**src/rtl/ec_pkg.sv**
```systemverilog
// Shared types and constants for the RNS error-correction monitor.
//   EC_NUM_DIG / EC_DIG_W : digit count and digit width of a corrected word
//   ec_digit_t            : one corrected digit
//   ec_mon_state_t        : snapshot FSM state
//   SNAP_*_BIT            : bit positions inside snap_code
package ec_pkg;
  localparam int EC_NUM_DIG = 10;
  localparam int EC_DIG_W   = 18;

  // Largest legal snapshot select; anything above reads back as zero.
  localparam logic [3:0] EC_SEL_MAX = 4'(EC_NUM_DIG - 1);

  typedef logic [EC_DIG_W-1:0] ec_digit_t;

  typedef enum logic {
    ARMED    = 1'b0,
    CAPTURED = 1'b1
  } ec_mon_state_t;

  localparam int SNAP_NC_BIT  = 0;
  localparam int SNAP_MAL_BIT = 1;
endpackage

```
**src/rtl/ec_valid_delay.sv**
```systemverilog
// Fixed-depth 1-bit delay line used to regenerate a valid for pipe stages
// that carry none.
//   clk, reset : clock, async active-high reset (flushes the line)
//   d_i        : valid entering the pipe
//   q_o        : d_i delayed by DEPTH cycles
module ec_valid_delay #(
  parameter int DEPTH = 81
) (
  input  logic clk,
  input  logic reset,
  input  logic d_i,
  output logic q_o
);

  generate
    if (DEPTH == 1) begin : g_one
      logic vld_q;
      always_ff @(posedge clk or posedge reset) begin
        if (reset) vld_q <= 1'b0;
        else       vld_q <= d_i;
      end
      assign q_o = vld_q;
    end else begin : g_many
      logic [DEPTH-1:0] vld_pipe_q;
      always_ff @(posedge clk or posedge reset) begin
        if (reset) vld_pipe_q <= '0;
        else       vld_pipe_q <= {vld_pipe_q[DEPTH-2:0], d_i};
      end
      assign q_o = vld_pipe_q[DEPTH-1];
    end
  endgenerate

endmodule

```
**src/rtl/ec_error_monitor18x10.sv**
```systemverilog
// Error monitor behind the 18-bit x 10-digit RNS corrector.
// Re-times the corrected word with a regenerated valid, counts correction
// events (saturating), raises a sticky alarm on uncorrectable events and
// freezes the first uncorrectable word for host readout.
//   clk, reset        : clock, async active-high reset
//   valid_in          : valid aligned with the corrector's input digits
//   in_0_..in_9_      : corrected digits (aligned with the delayed valid)
//   cor_error, non_cor_error, mal_error : corrector flags
//   clr_stats         : sync clear of counters, alarm and snapshot
//   snap_sel          : snapshot digit select
//   out_0_..out_9_, out_valid, out_cor, out_uncorr : registered word
//   cor_count, non_cor_count, mal_count : saturating event counters
//   alarm             : sticky threshold alarm
//   snap_valid, snap_code, snap_dig     : frozen snapshot readout
module ec_error_monitor18x10
  import ec_pkg::*;
#(
  parameter int PIPE_LAT     = 81,
  parameter int CNT_W        = 16,
  parameter int ALARM_THRESH = 4
) (
  input  logic                clk,
  input  logic                reset,
  input  logic                valid_in,
  input  logic [EC_DIG_W-1:0] in_0_,
  input  logic [EC_DIG_W-1:0] in_1_,
  input  logic [EC_DIG_W-1:0] in_2_,
  input  logic [EC_DIG_W-1:0] in_3_,
  input  logic [EC_DIG_W-1:0] in_4_,
  input  logic [EC_DIG_W-1:0] in_5_,
  input  logic [EC_DIG_W-1:0] in_6_,
  input  logic [EC_DIG_W-1:0] in_7_,
  input  logic [EC_DIG_W-1:0] in_8_,
  input  logic [EC_DIG_W-1:0] in_9_,
  input  logic                cor_error,
  input  logic                non_cor_error,
  input  logic                mal_error,
  input  logic                clr_stats,
  input  logic [3:0]          snap_sel,
  output logic [EC_DIG_W-1:0] out_0_,
  output logic [EC_DIG_W-1:0] out_1_,
  output logic [EC_DIG_W-1:0] out_2_,
  output logic [EC_DIG_W-1:0] out_3_,
  output logic [EC_DIG_W-1:0] out_4_,
  output logic [EC_DIG_W-1:0] out_5_,
  output logic [EC_DIG_W-1:0] out_6_,
  output logic [EC_DIG_W-1:0] out_7_,
  output logic [EC_DIG_W-1:0] out_8_,
  output logic [EC_DIG_W-1:0] out_9_,
  output logic                out_valid,
  output logic                out_cor,
  output logic                out_uncorr,
  output logic [CNT_W-1:0]    cor_count,
  output logic [CNT_W-1:0]    non_cor_count,
  output logic [CNT_W-1:0]    mal_count,
  output logic                alarm,
  output logic                snap_valid,
  output logic [1:0]          snap_code,
  output logic [EC_DIG_W-1:0] snap_dig
);

  localparam logic [CNT_W-1:0] CNT_ONE = CNT_W'(1);
  localparam logic [CNT_W:0]   THRESH  = (CNT_W+1)'(ALARM_THRESH);

  // ---------------------------------------------------------------- valid
  logic v_al;

  ec_valid_delay #(.DEPTH(PIPE_LAT)) u_vdly (
    .clk   (clk),
    .reset (reset),
    .d_i   (valid_in),
    .q_o   (v_al)
  );

  ec_digit_t dig_in [EC_NUM_DIG];
  assign dig_in = '{in_0_, in_1_, in_2_, in_3_, in_4_,
                    in_5_, in_6_, in_7_, in_8_, in_9_};

  // Flags are only meaningful on an aligned word.
  logic evt_cor, evt_nc, evt_mal, evt_unc;
  assign evt_cor = v_al & cor_error;
  assign evt_nc  = v_al & non_cor_error;
  assign evt_mal = v_al & mal_error;
  assign evt_unc = evt_nc | evt_mal;

  // --------------------------------------------------------- output stage
  ec_digit_t out_q [EC_NUM_DIG];
  logic      out_valid_q, out_cor_q, out_uncorr_q;

  always_ff @(posedge clk or posedge reset) begin
    if (reset) begin
      out_valid_q  <= 1'b0;
      out_cor_q    <= 1'b0;
      out_uncorr_q <= 1'b0;
      out_q        <= '{default: '0};
    end else begin
      out_valid_q <= v_al;
      if (v_al) begin
        out_cor_q    <= cor_error;
        out_uncorr_q <= non_cor_error | mal_error;
        out_q        <= dig_in;
      end
    end
  end

  assign out_valid  = out_valid_q;
  assign out_cor    = out_cor_q;
  assign out_uncorr = out_uncorr_q;
  assign out_0_ = out_q[0];
  assign out_1_ = out_q[1];
  assign out_2_ = out_q[2];
  assign out_3_ = out_q[3];
  assign out_4_ = out_q[4];
  assign out_5_ = out_q[5];
  assign out_6_ = out_q[6];
  assign out_7_ = out_q[7];
  assign out_8_ = out_q[8];
  assign out_9_ = out_q[9];

  // ------------------------------------------- stats, alarm and snapshot
  ec_mon_state_t    state_q, state_d;
  logic [CNT_W-1:0] cor_cnt_q, cor_cnt_d;
  logic [CNT_W-1:0] nc_cnt_q, nc_cnt_d;
  logic [CNT_W-1:0] mal_cnt_q, mal_cnt_d;
  logic             alarm_q, alarm_d;
  logic [1:0]       snap_code_q, snap_code_d;
  ec_digit_t        snap_q [EC_NUM_DIG];
  ec_digit_t        snap_d [EC_NUM_DIG];
  logic [CNT_W:0]   err_sum;

  always_comb begin
    state_d     = state_q;
    cor_cnt_d   = cor_cnt_q;
    nc_cnt_d    = nc_cnt_q;
    mal_cnt_d   = mal_cnt_q;
    alarm_d     = alarm_q;
    snap_code_d = snap_code_q;
    snap_d      = snap_q;
    err_sum     = '0;

    if (clr_stats) begin
      // Clear wins over a coincident event: it is neither counted nor captured.
      state_d     = ARMED;
      cor_cnt_d   = '0;
      nc_cnt_d    = '0;
      mal_cnt_d   = '0;
      alarm_d     = 1'b0;
      snap_code_d = '0;
      snap_d      = '{default: '0};
    end else begin
      if (evt_cor && cor_cnt_q != '1) cor_cnt_d = cor_cnt_q + CNT_ONE;
      if (evt_nc  && nc_cnt_q  != '1) nc_cnt_d  = nc_cnt_q  + CNT_ONE;
      if (evt_mal && mal_cnt_q != '1) mal_cnt_d = mal_cnt_q + CNT_ONE;

      // Alarm looks at the post-update counts so it rises with the word.
      err_sum = {1'b0, nc_cnt_d} + {1'b0, mal_cnt_d};
      if (err_sum >= THRESH) alarm_d = 1'b1;

      if (state_q == ARMED && evt_unc) begin
        state_d                  = CAPTURED;
        snap_d                   = dig_in;
        snap_code_d[SNAP_NC_BIT]  = non_cor_error;
        snap_code_d[SNAP_MAL_BIT] = mal_error;
      end
    end
  end

  always_ff @(posedge clk or posedge reset) begin
    if (reset) begin
      state_q     <= ARMED;
      cor_cnt_q   <= '0;
      nc_cnt_q    <= '0;
      mal_cnt_q   <= '0;
      alarm_q     <= 1'b0;
      snap_code_q <= '0;
      snap_q      <= '{default: '0};
    end else begin
      state_q     <= state_d;
      cor_cnt_q   <= cor_cnt_d;
      nc_cnt_q    <= nc_cnt_d;
      mal_cnt_q   <= mal_cnt_d;
      alarm_q     <= alarm_d;
      snap_code_q <= snap_code_d;
      snap_q      <= snap_d;
    end
  end

  assign cor_count     = cor_cnt_q;
  assign non_cor_count = nc_cnt_q;
  assign mal_count     = mal_cnt_q;
  assign alarm         = alarm_q;
  assign snap_valid    = (state_q == CAPTURED);
  assign snap_code     = snap_code_q;
  assign snap_dig      = (snap_sel <= EC_SEL_MAX) ? snap_q[snap_sel] : '0;

endmodule

```
**config.mk**
```make
export PLATFORM = sky130hd
export DESIGN_NAME = ec_error_monitor18x10
export DESIGN_NICKNAME = d
export VERILOG_FILES = /design/src/rtl/ec_pkg.sv /design/src/rtl/ec_valid_delay.sv /design/src/rtl/ec_error_monitor18x10.sv
export SDC_FILE = /design/constraint.sdc
export NUM_CORES = 1
export LEC_CHECK = 0
export CAP_MARGIN = 25
export CORE_MARGIN = 2
export CORE_UTILIZATION = 45
export CTS_BUF_LIST = sky130_fd_sc_hd__clkbuf_2 sky130_fd_sc_hd__clkbuf_4 sky130_fd_sc_hd__clkbuf_8
export DETAILED_ROUTE_END_ITERATION = 6
export PLACE_DENSITY = 0.73
export SYNTH_ARGS = -nofsm -noshare
export SYNTH_HDL_FRONTEND = slang
export SYNTH_SLANG_ARGS = --single-unit
```
**constraint.sdc**
```tcl
create_clock -name clk -period 22.8 [get_ports clk]
set_clock_uncertainty 0.15 [all_clocks]
set_input_delay 5.7 -clock clk [delete_from_list [all_inputs] [get_ports clk]]
set_output_delay 5.7 -clock clk [all_outputs]
set_load 0.01 [all_outputs]
```
==> results.yml, run 1 <==
run:
  cap_violations: 0
finish:
  filler_cell_count: 3367
  layout-drive-gt1-share_pct: 21.7
  nets: 2032
  area_growth_syn_to_layout_pct: 34.3
  ff_latch_area_sq_mm: 0.0124
  final_core_util_pct: 61.4
  reg_top3: "snap_q x180, u_vdly.g_many.vld_pipe_q x81"
  top_register: "snap_q"
  multiInputGateArea_sq_mm: 0.00701
  largest_reg_flops: 180
floorplanning:
  dieWidth_um: 214
  die_y_um: 214
  row_count: 76
  die_area_sq_mm: 0.0457
  core-area_sq_mm: 0.0433
  start_util_pct: 45.7
  ioPinCount: 444
cts:
  cts_tree: "done"
  cts_setup_buffers: 0
  cts.sinks: 496
  root_buffer: "clkbuf_8"
  clk_pin_slew_worst_paths_ns: 0.06
  clockBufferDepth: 3
  clkLatencyLatePin_ns: 0.67
  post_cts_resized: 0
  htreeDepth: 3
  cts_hold_buf: 0
  cts_buffers: 84
place:
  gp_congestion: 0.880
  io_buffers: 443
  place_ws_ns: 8.70
  place.detailed.hpwl_um: 44900
synth:
  synth_edf_count: 0
  synth_top_area_share_pct: 62.7
  syn_nets: 1576
  yosys_register_bits: 496
  synthArstFlopShare_pct: 100
  ys_seq_area_share_pct: 62.7
  synth_largest_area_cell: "dfrtp_1"
  synth_area_per_cell_sq_um: 14.5
  yosys.cell_types.count: 60
  synth_flop_cell: "dfrtp_1"
  ys_warn_count: 0
  syn_area_sq_mm: 0.0198
  synthCells: 1365
  synth_most_common_cell: "dfrtp_1"
  synth.area.top_cells: "dfrtp_1, mux2_2, a22o_1"
  synth_common_cells: "dfrtp_1, mux2_2, a22o_1"
critical_path:
  crit_path_max_fanout: 37
  crit_start: "snap_sel[3]"
  startpoint_type: "input port"
  cp.required_ns: 16.95
  worstSetupPathType: "input port to output port"
  crit_arrival_ns: 8.29
  reg2reg_slack_ns: 17.75
  r2r_start: "u_vdly.g_many.vld_pipe_q[80]$_DFF_PP0_"
  critPathCaptureType: "output port"
timing:
  post-route-period-util_pct: 62.0
  finalSetupTns_ns: 0
  slew_viol_final: 0
  rsz0062_at_grt: "false"
  period_needed_ns: 14.14
  maxSlewHeadroom_pct: 32.5
  setup_ws_ns: 8.66
  hold_viol: 0
  finalSetupViolations: 0
  max_freq_mhz: 70.7
  worst_pin_slew_ns: 1.01
detailed_routing:
  viasPerCell: 5.61
  via_count: 13800
  drc_errors: 0
  drt_iter0_drc: 1042
  route.detailed.wl_per_inst_um: 25.1
  routed_wl_um: 61900
  drt-pass1-iter-count: 4
  ant_nets: 0
grt:
  grt_pass1_wl_um: 90500
  grt_pass1_vias: 14300
  grt.total_usage_pct: 27.1
  grt_max_degree: 160
  grt.overflow.total: 0
  antenna_found_initial: 2
pwr:
  power.density_mw_per_mm2: 68.3
  total_leakage_power_nw: 12.3
  finalPower_mw: 1.81
  peakVddDrop_mv: 0.0761
hold_path:
  hp-start: "u_vdly.g_many.vld_pipe_q[23]$_DFF_PP0_"
  hold_path.class: "flop to flop"
outcome:
  outcome: "finished, final reports clean"
-- kinds of logic (layout without fill, tap and decap cells) --
group | after synthesis | after routing | share of synthesized area [%]
AO/OA/AOI/OAI | 288 | 288 | 11.8
XOR/XNOR | 44 | 44 | 1.95
adder cells (fa/ha/maj) | 20 | 20 | 1.30
buffers and inverters | 99 | 609 | 1.91
flip-flops | 496 | 496 | 62.7
multiplexers | 238 | 238 | 15.6
other | 0 | 1 | 0
AND/OR/NAND/NOR | 180 | 180 | 4.70
-- worst paths after layout --
check	cells after the start	endpoint
worst max-delay path	7	snap_dig[4]
worst min-delay path	0	u_vdly.g_many.vld_pipe_q[24]$_DFF_PP0_
worst max register to register	12	alarm$_DFFE_PP0P_
worst min register to register	0	u_vdly.g_many.vld_pipe_q[24]$_DFF_PP0_
max in group asynchronous	5	out_6_[9]$_DFFE_PP0P_
min in group asynchronous	2	non_cor_count[9]$_DFF_PP0_
-- power by group --
part | switching, mW | leakage [nW] | internal, mW
Combinational | 0.0528 | 4.59 | 0.0380
Sequential | 0.00129 | 6.81 | 0.885
Clock | 0.366 | 0.924 | 0.471
-- through the flow --
| step | std cells | area [sq um] | hold WS [ns] |
|---|---|---|---|
| CTS | 2457 | 26500 | 0.180 |
| detailed placement | 2317 | 24700 | 0.185 |
| global placement | 2316 | 24700 | 0.184 |
| finish | 2461 | 26600 | 0.180 |
| global route | 2460 | 26600 | 0.187 |
| floorplan | 1365 | 19800 | 0.181 |
-- critical path, cell delays in order --
cell	delay, ns
clkdlybuf4s50_1	0.43
inv_2	0.49
nor2_1	0.36
buf_6	0.26
a221oi_1	0.42
a21oi_1	0.07
clkdlybuf4s50_1	0.54
-- area by class of cell --
type                       count  share of cell area (%)
multi-input combinational    770                    26.4
tap                          585                    2.75
clock buffer                 120                    5.63
sequential                   496                    46.7
inverter                      11                   0.184
timing repair buffer         458                    17.3
clock inverter                20                   0.989
antenna                        1                 0.00942
-- metal layers --
layer | global-route usage [%] | vias up | part of all wire, %
li1 | - | 5997 | -
met1 | 36.3 | 7169 | 43
met2 | 42.6 | 524 | 47
met3 | 7.48 | 117 | 6.9
met4 | 9.70 | 4 | 3.2
met5 | 0 | - | 0.037
-- placed cells by master, fill, tap and decap left out, types with 9 or more instances in the layout --
cell type and instances:
dfrtp_1 495, nand4_1 9, mux4_2 36, buf_4 11, ha_1 19, a221oi_1 18, and3_1 12, nor2b_1 33
a22o_1 182, clkdlybuf4s50_1 440, clkbuf_4 25, a21oi_1 31, xor2_1 20, nor2_1 32, mux2_2 200, clkbuf_8 95
inv_1 9, xnor2_1 24, o21ai_0 19, nand2_1 42, nand3_1 16
No activity file was read; power rests on OpenSTA's default activity.
==> inputs of run 2 (changes only) <==
- PLACE_DENSITY: 0.73 -> 0.75
- clock period: 22.8 -> 12.55 ns (I/O delays scaled with it)
==> run 2 against run 1 <==
Effect of this change:
- the run now ends with design-rule violations left
- sequential cell count did not move
- final area fell by 0.15%
- global-route usage fell by 0.41 points
- cell count did not move
- wire length fell by 1.7%
- via count rose by 0.86%
- total power rose by 81%
- register-to-register slack got worse by 10 ns
- critical path depth fell by 1
- worst setup slack got worse by 5.2 ns
- sequential share of layout area rose by 0.070 points
- highest routed layer unchanged
==> results.yml, run 2 (same netlist as run 1, synthesis figures left out) <==
cts:
  htreeDepth: 3
  cts_tree: "done"
  clockBufferDepth: 3
  cts.sinks: 496
  cts_setup_buffers: 0
  clk_pin_slew_worst_paths_ns: 0.06
  cts_buffers: 83
  post_cts_resized: 0
  clkLatencyLatePin_ns: 0.66
  cts_hold_buf: 0
  root_buffer: "clkbuf_8"
run:
  cap_violations: 0
critical_path:
  worstSetupPathType: "input port to output port"
  cp_common_cell: "clkdlybuf4s50_1"
  slowest_delay_ns: 0.81
  cp.required_ns: 9.26
  crit_path_top_delay_cell: "nor2_2"
  crit_path_max_fanout: 37
  critPathCaptureType: "output port"
  cp_cell_sequence: "clkdlybuf4s50_1, inv_2, nor2_2, a221oi_1, a21oi_1, clkdlybuf4s50_1"
  startpoint_type: "input port"
  crit_arrival_ns: 5.76
  reg2reg_slack_ns: 7.28
  cpLargestDelayFamily: "buffers and inverters"
  critical_path_buf_inv_count: 3
grt:
  grt.total_usage_pct: 26.7
  grt_max_degree: 198
  grt_pass1_wl_um: 89700
  antenna_found_initial: 4
  grt.overflow.total: 0
  grt_pass1_vias: 14300
timing:
  period_needed_ns: 9.05
  post-route-period-util_pct: 72.1
  max_freq_mhz: 110
  slew_viol_final: 0
  whs_ns: 0.190
  maxSlewHeadroom_pct: 27.8
  finalSetupViolations: 0
  rsz0062_at_grt: "false"
  hold_viol: 0
  worst_pin_slew_ns: 1.08
  finalSetupTns_ns: 0
finish:
  largest_reg_flops: 180
  multiInputGateArea_sq_mm: 0.00701
  final_cell_mix: "dfrtp_1, clkdlybuf4s50_1, mux2_2, a22o_1, clkbuf_8"
  reg_top3: "snap_q x180, u_vdly.g_many.vld_pipe_q x81"
  filler_cell_count: 3336
  top_register: "snap_q"
  area_growth_syn_to_layout_pct: 34.1
  layout-drive-gt1-share_pct: 21.7
  nets: 2027
  layout_commonest_cell: "dfrtp_1"
  ff_latch_area_sq_mm: 0.0124
floorplanning:
  start_util_pct: 45.7
  die_y_um: 214
  die_area_sq_mm: 0.0457
  core-area_sq_mm: 0.0433
  dieWidth_um: 214
  ioPinCount: 444
  row_count: 76
detailed_routing:
  ant_nets: 0
  wl_met3_um: 5310
  met2_length_um: 29400
  drc_errors: 1
  via_count: 13900
  drt_iter0_drc: 1332
  drt-pass1-iter-count: 7
  routed_wl_um: 60800
  viasPerCell: 5.66
  wl_met1_um: 24600
  top_layer: "met5"
  route.detailed.wl_per_inst_um: 24.7
place:
  gp_congestion: 0.888
  place.detailed.hpwl_um: 43700
  io_buffers: 443
outcome:
  violations: "design-rule violations"
  outcome: "complete, but fails checks"
pwr:
  peakVddDrop_mv: 0.118
  total_leakage_power_nw: 12.3
  finalPower_mw: 3.29
  power.density_mw_per_mm2: 124
hold_path:
  hold_path.class: "flop to flop"
-- run 2: cell types whose count changed in the layout (fill, tap and decap cells not counted), sizes merged --
cell      change
clkbuf       +11
bufinv        -2
buf           -4
inv           -3
clkinv        -3
clkinvlp      +1
-- run 2: area by class of cell --
cell class              count  area share (%)
flip-flops and latches    496            46.8
multi-input cells         770            26.4
repair buffers            454            17.1
clock buffers             131            6.13
well taps                 585            2.76
clock inverters            13           0.575
inverters                  11           0.170
diodes                      1         0.00943
-- run 2: path summary, 6_finish.rpt --
| kind | start | end | depth (start not counted) |
|---|---|---|---|
| worst max-delay path | snap_sel[3] | snap_dig[4] | 6 |
| worst min-delay path | u_vdly.g_many.vld_pipe_q[73]$_DFF_PP0_ | u_vdly.g_many.vld_pipe_q[74]$_DFF_PP0_ | 0 |
| worst max register to register | u_vdly.g_many.vld_pipe_q[80]$_DFF_PP0_ | alarm$_DFFE_PP0P_ | 12 |
| worst min register to register | u_vdly.g_many.vld_pipe_q[73]$_DFF_PP0_ | u_vdly.g_many.vld_pipe_q[74]$_DFF_PP0_ | 0 |
| max in group asynchronous | reset | out_8_[14]$_DFFE_PP0P_ | 4 |
| min in group asynchronous | reset | out_8_[2]$_DFFE_PP0P_ | 2 |
-- run 2: report_power, final --
group / switching [mW] / internal (mW) / leakage [nW]
Sequential: 0.00242 / 1.61 / 6.81
Clock: 0.650 / 0.866 / 0.942
Combinational: 0.0966 / 0.0680 / 4.56
Total: 0.749 / 2.54 / 12.3
-- run 2: layer usage --
metal | global-route usage [%] | vias up
met1 | 34.8 | 7199
met2 | 42.8 | 646
li1 | - | 5991
met4 | 8.05 | 2
met5 | 0 | -
met3 | 8.60 | 92
-- run 2: through the flow --
step	cell area (sq um)	instances	setup slack, ns	util [%]
floorplan	19800	1365	2.53	-
global placement	24700	2315	3.55	57.2
detailed placement	24700	2315	3.56	57.2
CTS	26500	2459	3.54	61.3
global route	26500	2461	3.40	61.3
finish	26500	2461	3.50	61.3
==> inputs of run 3 (changes only) <==
- PLACE_DENSITY: 0.75 -> 0.73
- clock period: 12.55 -> 9.46 ns (I/O delays scaled with it)
==> run 3 against run 2 <==
Effect of this change:
- the flow now finishes without violations
- sequential cell count did not move
- register-to-register slack got worse by 2.7 ns
- first-iteration DRC count fell by 25%
- worst setup slack got worse by 1.4 ns
- utilization rose by 0.51 points
- sequential share of layout area fell by 0.39 points
- critical path type unchanged
- critical endpoint is now snap_dig[6]
- largest cell class unchanged
==> results.yml, run 3 (same netlist as run 1, synthesis figures left out) <==
timing:
  rsz0062_at_grt: "false"
  maxSlewHeadroom_pct: 29.5
  post-route-period-util_pct: 78.2
  hold_viol: 0
  worst_pin_slew_ns: 1.06
  slew_viol_final: 0
  max_freq_mhz: 135
  finalSetupTns_ns: 0
  period_needed_ns: 7.40
  finalSetupViolations: 0
floorplanning:
  start_util_pct: 45.7
  ioPinCount: 444
  row_count: 76
  die_area_sq_mm: 0.0457
  core-area_sq_mm: 0.0433
  dieWidth_um: 214
  die_y_um: 214
critical_path:
  r2r_start: "u_vdly.g_many.vld_pipe_q[80]$_DFF_PP0_"
  startpoint_type: "input port"
  crit_start: "snap_sel[0]"
  critPathCaptureType: "output port"
  slowest_delay_ns: 0.70
  crit_path_top_delay_cell: "buf_4"
  cpLargestDelayFamily: "buffers and inverters"
  crit_path_max_fanout: 54
  crit_arrival_ns: 4.88
  critical_path_buf_inv_count: 2
  cp_cell_sequence: "buf_4, mux4_2, a221oi_1, a21oi_1, clkdlybuf4s50_1"
  worstSetupPathType: "input port to output port"
  cp.required_ns: 6.95
outcome:
  outcome: "finished, final reports clean"
grt:
  grt_pass1_wl_um: 86900
  antenna_found_initial: 2
  grt_max_degree: 178
  grt.overflow.total: 0
  grt.total_usage_pct: 25.7
  grt_pass1_vias: 14000
finish:
  nets: 2033
  final_cell_mix: "dfrtp_1, clkdlybuf4s50_1, mux2_2, a22o_1, clkbuf_8"
  layout-drive-gt1-share_pct: 22.1
  fin_area_sq_mm: 0.0268
  multiInputGateArea_sq_mm: 0.00701
  layout_commonest_cell: "dfrtp_1"
  area_growth_syn_to_layout_pct: 35.2
  reg_top3: "snap_q x180, u_vdly.g_many.vld_pipe_q x81"
  top_register: "snap_q"
  ff_latch_area_sq_mm: 0.0124
  filler_cell_count: 3298
  largest_reg_flops: 180
  fin_cells: 2474
cts:
  htreeDepth: 3
  cts_tree: "done"
  cts_setup_buffers: 0
  clk_pin_slew_worst_paths_ns: 0.06
  cts_hold_buf: 0
  clockBufferDepth: 3
  post_cts_resized: 0
  clkLatencyLatePin_ns: 0.67
  cts_buffers: 83
  root_buffer: "clkbuf_8"
  cts.sinks: 496
detailed_routing:
  drt-pass1-iter-count: 5
  ant_nets: 0
  viasPerCell: 5.57
  route.detailed.wl_per_inst_um: 23.7
  via_count: 13800
  drc_errors: 0
  drt_iter0_drc: 997
  routed_wl_um: 58700
hold_path:
  hp-start: "u_vdly.g_many.vld_pipe_q[14]$_DFF_PP0_"
  hold_path.class: "flop to flop"
place:
  gp_congestion: 0.877
  io_buffers: 443
  placed_cells: 2322
  place.detailed.hpwl_um: 42400
  place_area_sq_mm: 0.0248
pwr:
  power_switching_mw: 1.01
  power.density_mw_per_mm2: 168
  switching_share_pct: 22.4
  peakVddDrop_mv: 0.118
  total_leakage_power_nw: 12.4
  p_comb_share_pct: 4.9
  p_seq_share_pct: 47.5
  intPower_mw: 3.48
  power_frac_clock_pct: 47.6
run:
  cap_violations: 0
## run 3: cell type report
cell class	count	share of cell area (%)
Antenna cell	1	0.00935
Inverter	11	0.168
Clock inverter	18	0.930
Sequential cell	496	46.4
Timing Repair Buffer	460	17.4
Multi-Input combinational cell	770	26.2
Tap cell	585	2.74
Clock buffer	133	6.21
## run 3: final timing paths
check                                                         end  depth (start not counted)  slack, ns
max in group asynchronous                   out_5_[1]$_DFFE_PP0P_                          4       5.30
setup reg to reg                                alarm$_DFFE_PP0P_                         12       4.56
hold / removal             u_vdly.g_many.vld_pipe_q[15]$_DFF_PP0_                          0       0.17
setup / recovery                                      snap_dig[6]                          5       2.06
hold reg to reg            u_vdly.g_many.vld_pipe_q[15]$_DFF_PP0_                          0       0.17
min in group asynchronous                  out_0_[14]$_DFFE_PP0P_                          2       1.97
## run 3: routing by layer
| metal | GRT usage, % | vias up | routed length [um] |
|---|---|---|---|
| met5 | 0 | - | 0 |
| met4 | 8.67 | 0 | 1720 |
| met2 | 39.3 | 571 | 27400 |
| met3 | 7.88 | 96 | 4680 |
| met1 | 35.2 | 7108 | 24900 |
| li1 | - | 6006 | - |
## run 3: power by group through the flow
| stage | sequential [mW] | combinational, mW | clock (mW) |
|---|---|---|---|
| floorplan | 2.18 | 0.0709 | 0 |
| detailed placement | 2.17 | 0.222 | 0 |
| CTS | 2.14 | 0.223 | 2.19 |
| global placement | 2.17 | 0.218 | 0 |
| global route | 2.14 | 0.235 | 2.29 |
| finish | 2.14 | 0.219 | 2.14 |
## run 3: per-stage QoR
step           setup WS, ns  hold WS [ns]  power, mW  util [%]
4_1_cts                2.05         0.174       4.54      61.8
5_1_grt                1.94         0.189       4.66      61.8
6_report               2.06         0.171       4.49      61.8
3_3_place_gp           1.60         0.183       2.39      57.2
3_5_place_dp           2.07         0.185       2.40      57.4
2_1_floorplan         0.216         0.181       2.25         -
